`src/rtl/fetch_seq_ctrl.sv`:
```
// Fetch sequencer: owns the fetch PC, issues credited in-order ICache requests,
// discards responses made stale by a redirect and buffers live instructions for IFID.
module fetch_seq_ctrl #(
  parameter int                    ADDR_WIDTH = 32,
  parameter int                    INST_WIDTH = 32,
  parameter int                    FIFO_DEPTH = 4,
  parameter logic [ADDR_WIDTH-1:0] START_PC   = 32'h8000_0000
) (
  input  logic                  clk,
  input  logic                  rst_n,
  input  logic                  Ctrl_ExcpFlag,
  input  logic [ADDR_WIDTH-1:0] Ctrl_ExcpPC,
  input  logic                  EX_BranchFlag,
  input  logic [ADDR_WIDTH-1:0] EX_BranchPC,
  input  logic                  BP_BranchFlag,
  input  logic [ADDR_WIDTH-1:0] BranchPredictor_PC,
  input  logic                  Stall,
  output logic                  ic_req_valid,
  input  logic                  ic_req_ready,
  output logic [ADDR_WIDTH-1:0] ic_req_addr,
  input  logic                  ic_resp_valid,
  input  logic [INST_WIDTH-1:0] ic_resp_data,
  output logic                  inst_valid,
  output logic [INST_WIDTH-1:0] inst,
  output logic [ADDR_WIDTH-1:0] inst_pc
);

  localparam int CW = $clog2(FIFO_DEPTH) + 1;
  localparam int PW = $clog2(FIFO_DEPTH);
  localparam logic [CW:0] DEPTH_EXT = (CW+1)'(FIFO_DEPTH);

  logic [ADDR_WIDTH-1:0] fetch_pc;
  logic [ADDR_WIDTH-1:0] resp_pc;
  logic [ADDR_WIDTH-1:0] target;
  logic [CW-1:0]         outstanding;
  logic [CW-1:0]         kill_cnt;
  logic [CW-1:0]         fifo_count;
  logic [PW-1:0]         rd_ptr;
  logic [PW-1:0]         wr_ptr;
  logic [INST_WIDTH-1:0] data_mem [FIFO_DEPTH];
  logic [ADDR_WIDTH-1:0] pc_mem   [FIFO_DEPTH];
  logic [CW:0]           credit_used;
  logic                  redirect;
  logic                  req_fire;
  logic                  resp_take;
  logic                  push;
  logic                  pop;

  assign redirect = Ctrl_ExcpFlag | EX_BranchFlag | BP_BranchFlag;

  always_comb begin
    target = BranchPredictor_PC;
    if (Ctrl_ExcpFlag)
      target = Ctrl_ExcpPC;
    else if (EX_BranchFlag)
      target = EX_BranchPC;
  end

  // Credits cover both in-flight requests and buffered entries, so a push can never overflow.
  assign credit_used  = {1'b0, outstanding} + {1'b0, fifo_count};
  assign ic_req_valid = rst_n & ~redirect & (credit_used < DEPTH_EXT);
  assign ic_req_addr  = fetch_pc;
  assign req_fire     = ic_req_valid & ic_req_ready;

  assign resp_take = ic_resp_valid & (outstanding != '0);
  assign push      = resp_take & ~redirect & (kill_cnt == '0);

  assign inst_valid = (fifo_count != '0);
  assign pop        = inst_valid & ~Stall & ~redirect;
  assign inst       = inst_valid ? data_mem[rd_ptr] : '0;
  assign inst_pc    = inst_valid ? pc_mem[rd_ptr]   : '0;

  always_ff @(posedge clk or negedge rst_n) begin
    if (!rst_n) begin
      fetch_pc <= START_PC;
      resp_pc  <= START_PC;
    end else if (redirect) begin
      fetch_pc <= target;
      resp_pc  <= target;
    end else begin
      if (req_fire)
        fetch_pc <= fetch_pc + ADDR_WIDTH'(4);
      if (push)
        resp_pc <= resp_pc + ADDR_WIDTH'(4);
    end
  end

  // On redirect every request still in flight becomes stale and must be swallowed.
  always_ff @(posedge clk or negedge rst_n) begin
    if (!rst_n) begin
      outstanding <= '0;
      kill_cnt    <= '0;
    end else if (redirect) begin
      outstanding <= outstanding - CW'(resp_take);
      kill_cnt    <= outstanding - CW'(resp_take);
    end else begin
      outstanding <= outstanding + CW'(req_fire) - CW'(resp_take);
      if (resp_take && (kill_cnt != '0))
        kill_cnt <= kill_cnt - CW'(1);
    end
  end

  always_ff @(posedge clk or negedge rst_n) begin
    if (!rst_n) begin
      rd_ptr     <= '0;
      wr_ptr     <= '0;
      fifo_count <= '0;
    end else if (redirect) begin
      rd_ptr     <= '0;
      wr_ptr     <= '0;
      fifo_count <= '0;
    end else begin
      if (push)
        wr_ptr <= wr_ptr + 1'b1;
      if (pop)
        rd_ptr <= rd_ptr + 1'b1;
      fifo_count <= fifo_count + CW'(push) - CW'(pop);
    end
  end

  always_ff @(posedge clk) begin
    if (push) begin
      data_mem[wr_ptr] <= ic_resp_data;
      pc_mem[wr_ptr]   <= resp_pc;
    end
  end

endmodule

```
`config.mk`:
```
export PLATFORM = sky130hd
export DESIGN_NAME = fetch_seq_ctrl
export DESIGN_NICKNAME = d
export VERILOG_FILES = /design/src/rtl/fetch_seq_ctrl.sv
export SDC_FILE = /design/constraint.sdc
export NUM_CORES = 1
export LEC_CHECK = 0
export ABC_AREA = 1
export BUFFER_PORTS_ARGS = -buffer_cell sky130_fd_sc_hd__buf_2
export CAP_MARGIN = 40
export CORE_ASPECT_RATIO = 1.1
export CORE_UTILIZATION = 58
export DETAILED_ROUTE_END_ITERATION = 8
export GPL_ROUTABILITY_DRIVEN = 0
export PLACE_DENSITY_LB_ADDON = 0.2
export SYNTH_ARGS = -nofsm -noshare
export SYNTH_HDL_FRONTEND = slang
export SYNTH_SLANG_ARGS = --single-unit
```
`constraint.sdc`:
```
create_clock -name clk -period 5.31 [get_ports clk]
set_input_delay 0.2655 -clock clk [delete_from_list [all_inputs] [get_ports clk]]
set_output_delay 0.2655 -clock clk [all_outputs]
set_load 0.01 [all_outputs]
```
Word-level counts from Yosys, hierarchy flattened

Memories as Yosys holds them, arrays and structs flattened.
Cells that the tools add are included.

Bits in registers: 77
RAM bits: 256
Input bits: 136
Output and inout port bits: 98
Memories kept: 2

Memories:

| name     | words | width | read ports | clocked after memory_dff | wr ports | line | source |
|---|---|---|---|---|---|---|---|
| data_mem | 4     | 32    | 1          | 0                        | 1        | 40   | `logic [INST_WIDTH-1:0] data_mem [FIFO_DEPTH];` |
| pc_mem   | 4     | 32    | 1          | 0                        | 1        | 41   | `logic [ADDR_WIDTH-1:0] pc_mem [FIFO_DEPTH];` |

Add/subtract/negate cells: 11
Magnitude comparators: 1
Multiplexer cells: 18
Bitwise logic cells: 12
Reduce and logical (&&, ||, !) cells: 9

Operator list:

| operator                                                                     | number |
|---|---|
| 32-bit two-way mux                                                           | 8 |
| 32-bit by 3-bit adder with 32-bit output, second input constant              | 2 |
| 3-bit two-way mux                                                            | 4 |
| 3-bit nonzero test                                                           | 3 |
| 3-bit by 1-bit subtractor with 3-bit output                                  | 3 |
| 1-bit AND                                                                    | 8 |
| 2-bit two-way mux                                                            | 4 |
| 2-bit nonzero test                                                           | 4 |
| 3-bit by 1-bit adder with 3-bit output                                       | 2 |
| 2-bit by 1-bit adder with 2-bit output, second input constant                | 2 |
| 3-bit by 3-bit adder with 4-bit output                                       | 1 |
| 4-bit by 3-bit less-than comparator with 1-bit output, second input constant | 1 |
| 3-bit zero test                                                              | 1 |
| 3-bit by 1-bit subtractor with 3-bit output, second input constant           | 1 |
| 1-bit two-way mux                                                            | 2 |
| 1-bit inverter                                                               | 2 |
| 1-bit bitwise OR                                                             | 2 |
| 1-bit logical AND                                                            | 1 |

Depth between registers and ports, before layout

Gate-level depths: netlist of the first run.

Depth in word-level cells: 9
Depth in mapped cells: 14

Worst setup path after synthesis of the first run

OpenSTA, ideal clock, no wires.

Kind: register -> register
From: reg kill_cnt[0]
To: mem data_mem[0][0], enable pin
Setup time: 0.486 ns
Data arrival time: 3.568 ns
Path slack: 1.256 ns
Stages on the path, launching flop included: 7
Buffers on the path: 0
Period minus slack after synthesis: 4.054 ns
Cells stage by stage: dfrtp_1 -> inv_1 -> ha_1 -> nand2_1 -> nor2_4 -> nand2_4 -> nor2_1

Cells in the longest elaborated chain, start to end: 4

RTL lines:

| element                                 | line | source |
|---|---|---|
| start: declaration                      | 36   | `logic [CW-1:0] kill_cnt;` |
| start signal: assignment                | 95   | `kill_cnt <= outstanding - CW'(resp_take);` |
| start signal: assignment                | 99   | `kill_cnt <= kill_cnt - CW'(1);` |
| 3-bit zero test                         | 66   | `assign push = resp_take & ~redirect & (kill_cnt == '0);` |
| 1-bit AND                               | 66   |  |
| 1-bit two-way mux                       | 122  | `if (push) begin` |
| 1-bit two-way mux (not written as such) | 123  | `data_mem[wr_ptr] <= ic_resp_data;` |
| end: declaration                        | 40   |  |

No other way between the ends.

Worst setup path in the final report of the first run

From: reg rd_ptr[0]
To: out inst_pc[19]

Cells in the longest elaborated chain, start to end: 2

RTL lines:

| element                  | line | source |
|---|---|---|
| start: declaration       | 38   | `logic [PW-1:0] rd_ptr;` |
| start signal: assignment | 116  | `rd_ptr <= rd_ptr + 1'b1;` |
| memory 4 x 32 bit        | n/a  |  |
| 32-bit two-way mux       | 71   | `assign inst_pc = inst_valid ? pc_mem[rd_ptr] : '0;` |
| end: declaration         | 25   | `output logic [ADDR_WIDTH-1:0] inst_pc` |

No other way between the ends.

==> metrics.txt, run 1 <==
H-tree depth 1; Reg-to-Reg End outstanding[2]; register share of total power 52.0%; period utilization 61.3%; Reg clk slew, reported paths about 0.060 ns; Critical Path Fanout Max between 50 and 60; critical path class flip-flop to primary output; final layout net count 2100; root buf cell clkbuf_16; combinational power share between 10% and 20%; endpoints failing setup 0; clock skew between 0.02 and 0.025 ns; Final Critical Period between 3 and 4 ns; total number of vias 12852; Slew Viols, Final 0; crit path launch type flip-flop; # IOs about 230; # rows 63; syn avg cell area roughly 9 um2; Cell variety after synth 39; Max Fclk 0.307 GHz; die span in x 160 um; number of global-route vias before repair 12379; CP required around 5 ns; core area between 20000 and 30000 um2; first-pass GRT wire length 61000 um; Crit. End Element primary output; YS warnings 0; CTS Sinks around 330; drt drc 0; Seq/Total Area, Yosys 60.4%; Starting DRT DRC Count 829; WL/cell ~17 um; Leak around 7.6 nW; Total GRT Usage between 20% and 30%; total power 5.90 mW; number of synthesized register bits between 300 and 400; CTS tree yes; largest net degree at the start of global routing 88; Power Dens Cells between 300 and 400 nW/um2; HPWL after DPL 24600 um; Worst Path Arrival 2.99 ns; synthesized netlist net count roughly 1900; DP Cell Count around 2200; R2R cell count 13; Hold Path Class input pin to flip-flop; Final TNS setup 0 ns; max-cap violations 0; Port Buffers approximately 230; Max rail drop VDD 270 uV; clock power share 37.6%; cts bufs inserted 31; Initial Utilization between 50% and 60%; clock buffer depth 3; Hold Fails Final Rpt 0; initial antenna violation count 0; Core Util, Final 69.1%; total gr overflow 0; pre-CTS setup slack between 1.5 and 2 ns; Worst Max-Slew Pin Slew just over 0.9 ns; share of cells above drive strength 1 17.4%; run status finished, final reports clean; RSZ-0062 raised after global routing no; net switching power about 1.4 mW; Hold Startpoint Stall; Avg Vias per Cell around 5.5; Int Pwr roughly 4.5 mW; die area 28000 um2; non-filler cells, final approximately 2300; cell area after synthesis 15900 um2; setup bufs post-CTS 0; Slew HR around two fifths; sink of the worst hold path rd_ptr[1]; Area Overhead vs Synth 17.1%; Hold Crit Depth 4; Syn Inst Count 1721; Worst-Skew Late Latency ~0.56 ns; Post-Route WL about 39000 um; Die H between 150 and 200 um; Switching Fraction 24.5%; RR Startpoint outstanding[2]; R2R setup slack approximately 2.1 ns; Antenna diodes 0; DRT Pass-1 Iters 5; post-route ant nets 0; final setup margin about 2.1 ns
how the worst max path moves through the flow:
stage / startpoint / endpoint
finish: rd_ptr[0] / inst_pc[19]
global route: rd_ptr[0] / inst_pc[20]
CTS: rd_ptr[0] / inst_pc[19]
detailed placement: Ctrl_ExcpFlag / outstanding[2]
global placement: Ctrl_ExcpFlag / outstanding[2]
floorplan: kill_cnt[0] / data_mem[0][0]
worst max-delay path, cell delays in order, from the launching register on:
cell and delay, ns:
dfrtp_4 0.72, inv_2 0.52, buf_4 0.50, o21ai_0 0.18, a21oi_1 0.29, buf_2 0.19
per-stage QoR:
step	hold WS (ns)	area (um2)
finish	0.0579	18600
global route	0.0945	18600
CTS	0.0466	18600
detailed placement	0.245	17200
global placement	0.242	17200
floorplan	-0.0301	15900
power groups by stage:
| stage | registers, mW | logic [mW] | clock network, mW |
|---|---|---|---|
| 2_1_floorplan | 3.08 | 0.379 | 0 |
| 3_5_place_dp | 3.11 | 0.586 | 0 |
| 3_3_place_gp | 3.11 | 0.563 | 0 |
| 6_report | 3.07 | 0.610 | 2.22 |
| 5_1_grt | 3.08 | 0.698 | 2.33 |
| 4_1_cts | 3.06 | 0.610 | 2.23 |
synthesized netlist by cell type:
library cell,instances,share of area [%]
a21boi_0,1,0.047
a21o_1,1,0.047
clkbuf_2,1,0.032
and2_1,2,0.079
o21ai_0,198,6.3
o21ai_1,10,0.32
nand2_2,4,0.16
buf_2,41,1.3
nand3_1,87,2.7
nor4_1,1,0.039
inv_1,97,2.3
nor2_4,4,0.28
xor2_1,2,0.11
inv_2,3,0.071
nor2_1,393,9.3
a31oi_1,5,0.20
nand4_1,5,0.20
or2_2,15,0.59
o21a_1,1,0.047
nor3_1,7,0.22
buf_4,9,0.43
fa_1,2,0.25
clkbuf_1,34,0.81
xnor2_1,1,0.055
nand4_2,1,0.079
nor2_2,7,0.28
or2_1,1,0.039
and3_1,1,0.039
o211ai_1,20,0.95
dfrtp_1,73,12
ha_1,16,1.3
nand2_1,288,6.8
edfxtp_1,256,49
a21oi_1,123,3.9
nand2_4,3,0.21
buf_6,1,0.071
inv_4,1,0.039
buf_1,4,0.095
dfstp_2,2,0.33
metal layers:
layer / part of all wire, % / global-route usage (%)
met1: 41 / 34.6
met2: 51 / 49.5
met3: 6.4 / 3.09
met4: 2.2 / 8.49
met5: 0 / 0
cell families after synthesis:
logic type	Yosys count	synth area share (%)
and+or+nand+nor	819	21.1
xor gates and xnor gates	3	0.166
buffers and inverters	191	5.13
DFF	331	60.4
AOI/OAI and AO/OA	359	11.7
adders and majority gates	18	1.52
layout by cell type, fill, tap and decap left out, types with 9 or more instances in the layout:
cell type      count
o21ai_1           10
inv_1             96
a21oi_1          123
dlygate4sd3_1     33
nor2_1           388
edfxtp_1         256
dfrtp_1           71
clkbuf_16         31
ha_1              16
buf_2            232
o211ai_1          20
o21ai_0          198
buf_4             16
or2_2             15
nor2_4             9
nand2_1          288
nand3_1           87
flip-flops by register name (all words and copies together) (netlist names):
| register | count |
|---|---|
| data_mem | 128 |
| fifo_count | 3 |
| ic_req_addr | 31 |
| kill_cnt | 3 |
| outstanding | 3 |
| pc_mem | 128 |
| rd_ptr | 2 |
| resp_pc | 31 |
| wr_ptr | 2 |
final cells by class:
| class | instances | area [um2] |
|---|---|---|
| multi-input cells | 1199 | 5510 |
| clock buffers | 41 | 833 |
| fillers | 2042 | 8310 |
| flip-flops and latches | 331 | 9570 |
| repair buffers | 282 | 1630 |
| well taps | 357 | 447 |
| inverters | 101 | 382 |
| clock inverters | 16 | 193 |
repair_timing:
| item | 4_1_cts | 5_1_grt |
|---|---|---|
| endpoints found under the hold margin | 159 | 0 |
| resized for setup | 0 | 0 |
| hold buffers | 33 | 0 |
(Power assumes the default switching activity.)
==> run 2, diff against run 1 <==
==> constraint.sdc (replaced) <==
create_clock -name clk -period 3.25 [get_ports clk]
set_input_delay 0.1625 -clock clk [delete_from_list [all_inputs] [get_ports clk]]
set_output_delay 0.1625 -clock clk [all_outputs]
set_load 0.01 [all_outputs]
==> run 2 against run 1 <==
- clock power up 56%
- cell count grew 0.39%
- non-clock buffer count grew 8
- sequential share of layout area decreased by 0.32 points
- count of clock-buffer cells in the layout increased by 9
- combinational power rose by 67%
- register-to-register slack got worse by 1.4 ns
- cell area grew 0.63%
- global-route usage grew 0.26 points
- worst setup slack worse by 1.5 ns
- worst hold slack worse by 0.031 ns
==> metrics.txt, run 2 (same netlist as run 1, synthesis figures left out) <==
Max rail drop VDD ~380 uV; total number of vias about 13000; Port Buffers between 200 and 250; initial antenna violation count 0; cts bufs inserted 31; die area roughly 28000 um2; CP required between 3 and 4 ns; Final Critical Period about 2.7 ns; # IOs about 230; clock buffer depth 3; first-pass GRT wire length about 61000 um; run status finished, final reports clean; Starting DRT DRC Count 899; storage element area 9570 um2; post-CTS sizing 0; post-route ant nets 0; Hold Crit Depth 3; sink of the worst hold path resp_pc[3]; # fillers between 2000 and 2500; CTS Sinks about 330; Antenna diodes 0; crit path launch type flip-flop; endpoints failing setup 0; clock skew ~0.026 ns; Avg Vias per Cell between 5 and 6; H-tree depth 1; drt drc 0; Power Dens Cells 508 nW/um2; number of global-route vias before repair ~12000; footprint of the multi-input gates about 5500 um2; WL/cell between 15 and 20 um; Slew Viols, Final 0; die span in x 160 um; post-route cell area 18700 um2; Hold Fails Final Rpt 0; R2R cell count 13; Slew HR between 40 and 50%; Area Overhead vs Synth 17.9%; critical path class flip-flop to primary output; Leak between 7 and 8 nW; Worst Path Arrival roughly 2.5 ns; Hold Startpoint Ctrl_ExcpPC[3]; Total GRT Usage 27.7%; core area roughly 27000 um2; Initial Utilization about 60%; total gr overflow 0; Post-Route WL 38600 um; commonest non-fill, non-tap cell in the layout nor2_1; period utilization between 80 and 90%; Reg-to-Reg End outstanding[2]; Worst-Skew Late Latency between 0.5 and 0.6 ns; setup bufs post-CTS 0; RR Startpoint outstanding[2]; max-cap violations 0; HPWL after DPL roughly 24000 um; share of cells above drive strength 1 between 10% and 20%; root buf cell clkbuf_16; Worst Max-Slew Pin Slew ~0.87 ns; commonest cells after routing, fill and taps aside nor2_1, nand2_1, edfxtp_1; Crit. End Element primary output; Die H ~180 um; Reg clk slew, reported paths 0.06 ns; Hold Path Class input pin to flip-flop; final layout net count ~2100; Critical Path Fanout Max a little under 80; biggest regs data_mem x128, pc_mem x128; DP Area 17300 um2; Core Util, Final 69.5%; R2R setup slack 0.74 ns; largest net degree at the start of global routing 132; Max Fclk around 0.37 GHz; DRT Pass-1 Iters 5; # rows 63; CTS tree yes; total power around 9.5 mW; RSZ-0062 raised after global routing no
-- run 2: cell count changes in the layout (fill, tap and decap cells not counted) --
cell,before,now
buf_12,1,7
buf_16,0,1
buf_4,16,15
bufinv_16,4,1
clkbuf_1,8,13
clkbuf_8,2,6
clkinv_1,3,1
clkinv_2,3,2
clkinv_4,0,1
clkinvlp_4,5,2
dlygate4sd3_1,33,35
-- run 2: worst max-delay path, stage by stage (launching register included) --
cell	delay [ns]
dfrtp_4	0.49
inv_2	0.42
buf_12	0.36
buf_4	0.26
o21ai_0	0.12
a21oi_1	0.14
buf_2	0.15
-- run 2: repair_timing --
action                     CTS  global route
setup endpoints to repair    0             0
hold endpoints to repair   158             0
hold buffers                35             0
-- run 2: report_power, final --
group	internal [mW]	switching [mW]
Sequential	4.77	0.244
Clock	1.98	1.48
Combinational	0.403	0.615
-- run 2: stage by stage --
stage / hold slack [ns] / instances / TNS, ns / setup WS (ns)
after floorplan: -0.133 / 1721 / -205.88 / -0.804
after global placement: 0.284 / 2242 / 0 / 0.823
after detailed placement: 0.285 / 2242 / 0 / 0.747
after CTS: 0.000609 / 2335 / 0 / 0.555
after global routing: 0.0558 / 2336 / 0 / 0.380
final: 0.0271 / 2336 / 0 / 0.582
-- run 2: final cells by class --
class | count | area share (%)
flip-flops and latches | 331 | 51.2
multi-input cells | 1199 | 29.5
repair buffers | 290 | 9.59
clock buffers | 50 | 4.86
well taps | 357 | 2.39
inverters | 101 | 2.04
clock inverters | 8 | 0.409
-- run 2: worst max path at each step --
stage | from | endpoint | slack (ns) | depth (start not counted)
finish | rd_ptr[0] | inst[13] | 0.58 | 6
global route | rd_ptr[0] | inst[15] | 0.38 | 6
CTS | fifo_count[1] | inst_pc[8] | 0.56 | 5
detailed placement | outstanding[2] | outstanding[2] | 0.75 | 13
global placement | outstanding[2] | outstanding[2] | 0.82 | 13
floorplan | kill_cnt[0] | data_mem[0][0] | -0.80 | 6
-- run 2: metal layers --
metal	part of all wire [%]	track usage, %	vias up
li1	-	-	6266
met1	40	34.4	6081
met2	51	49.9	523
met3	6.2	3.35	78
met4	2.9	9.66	0
met5	0	0	-
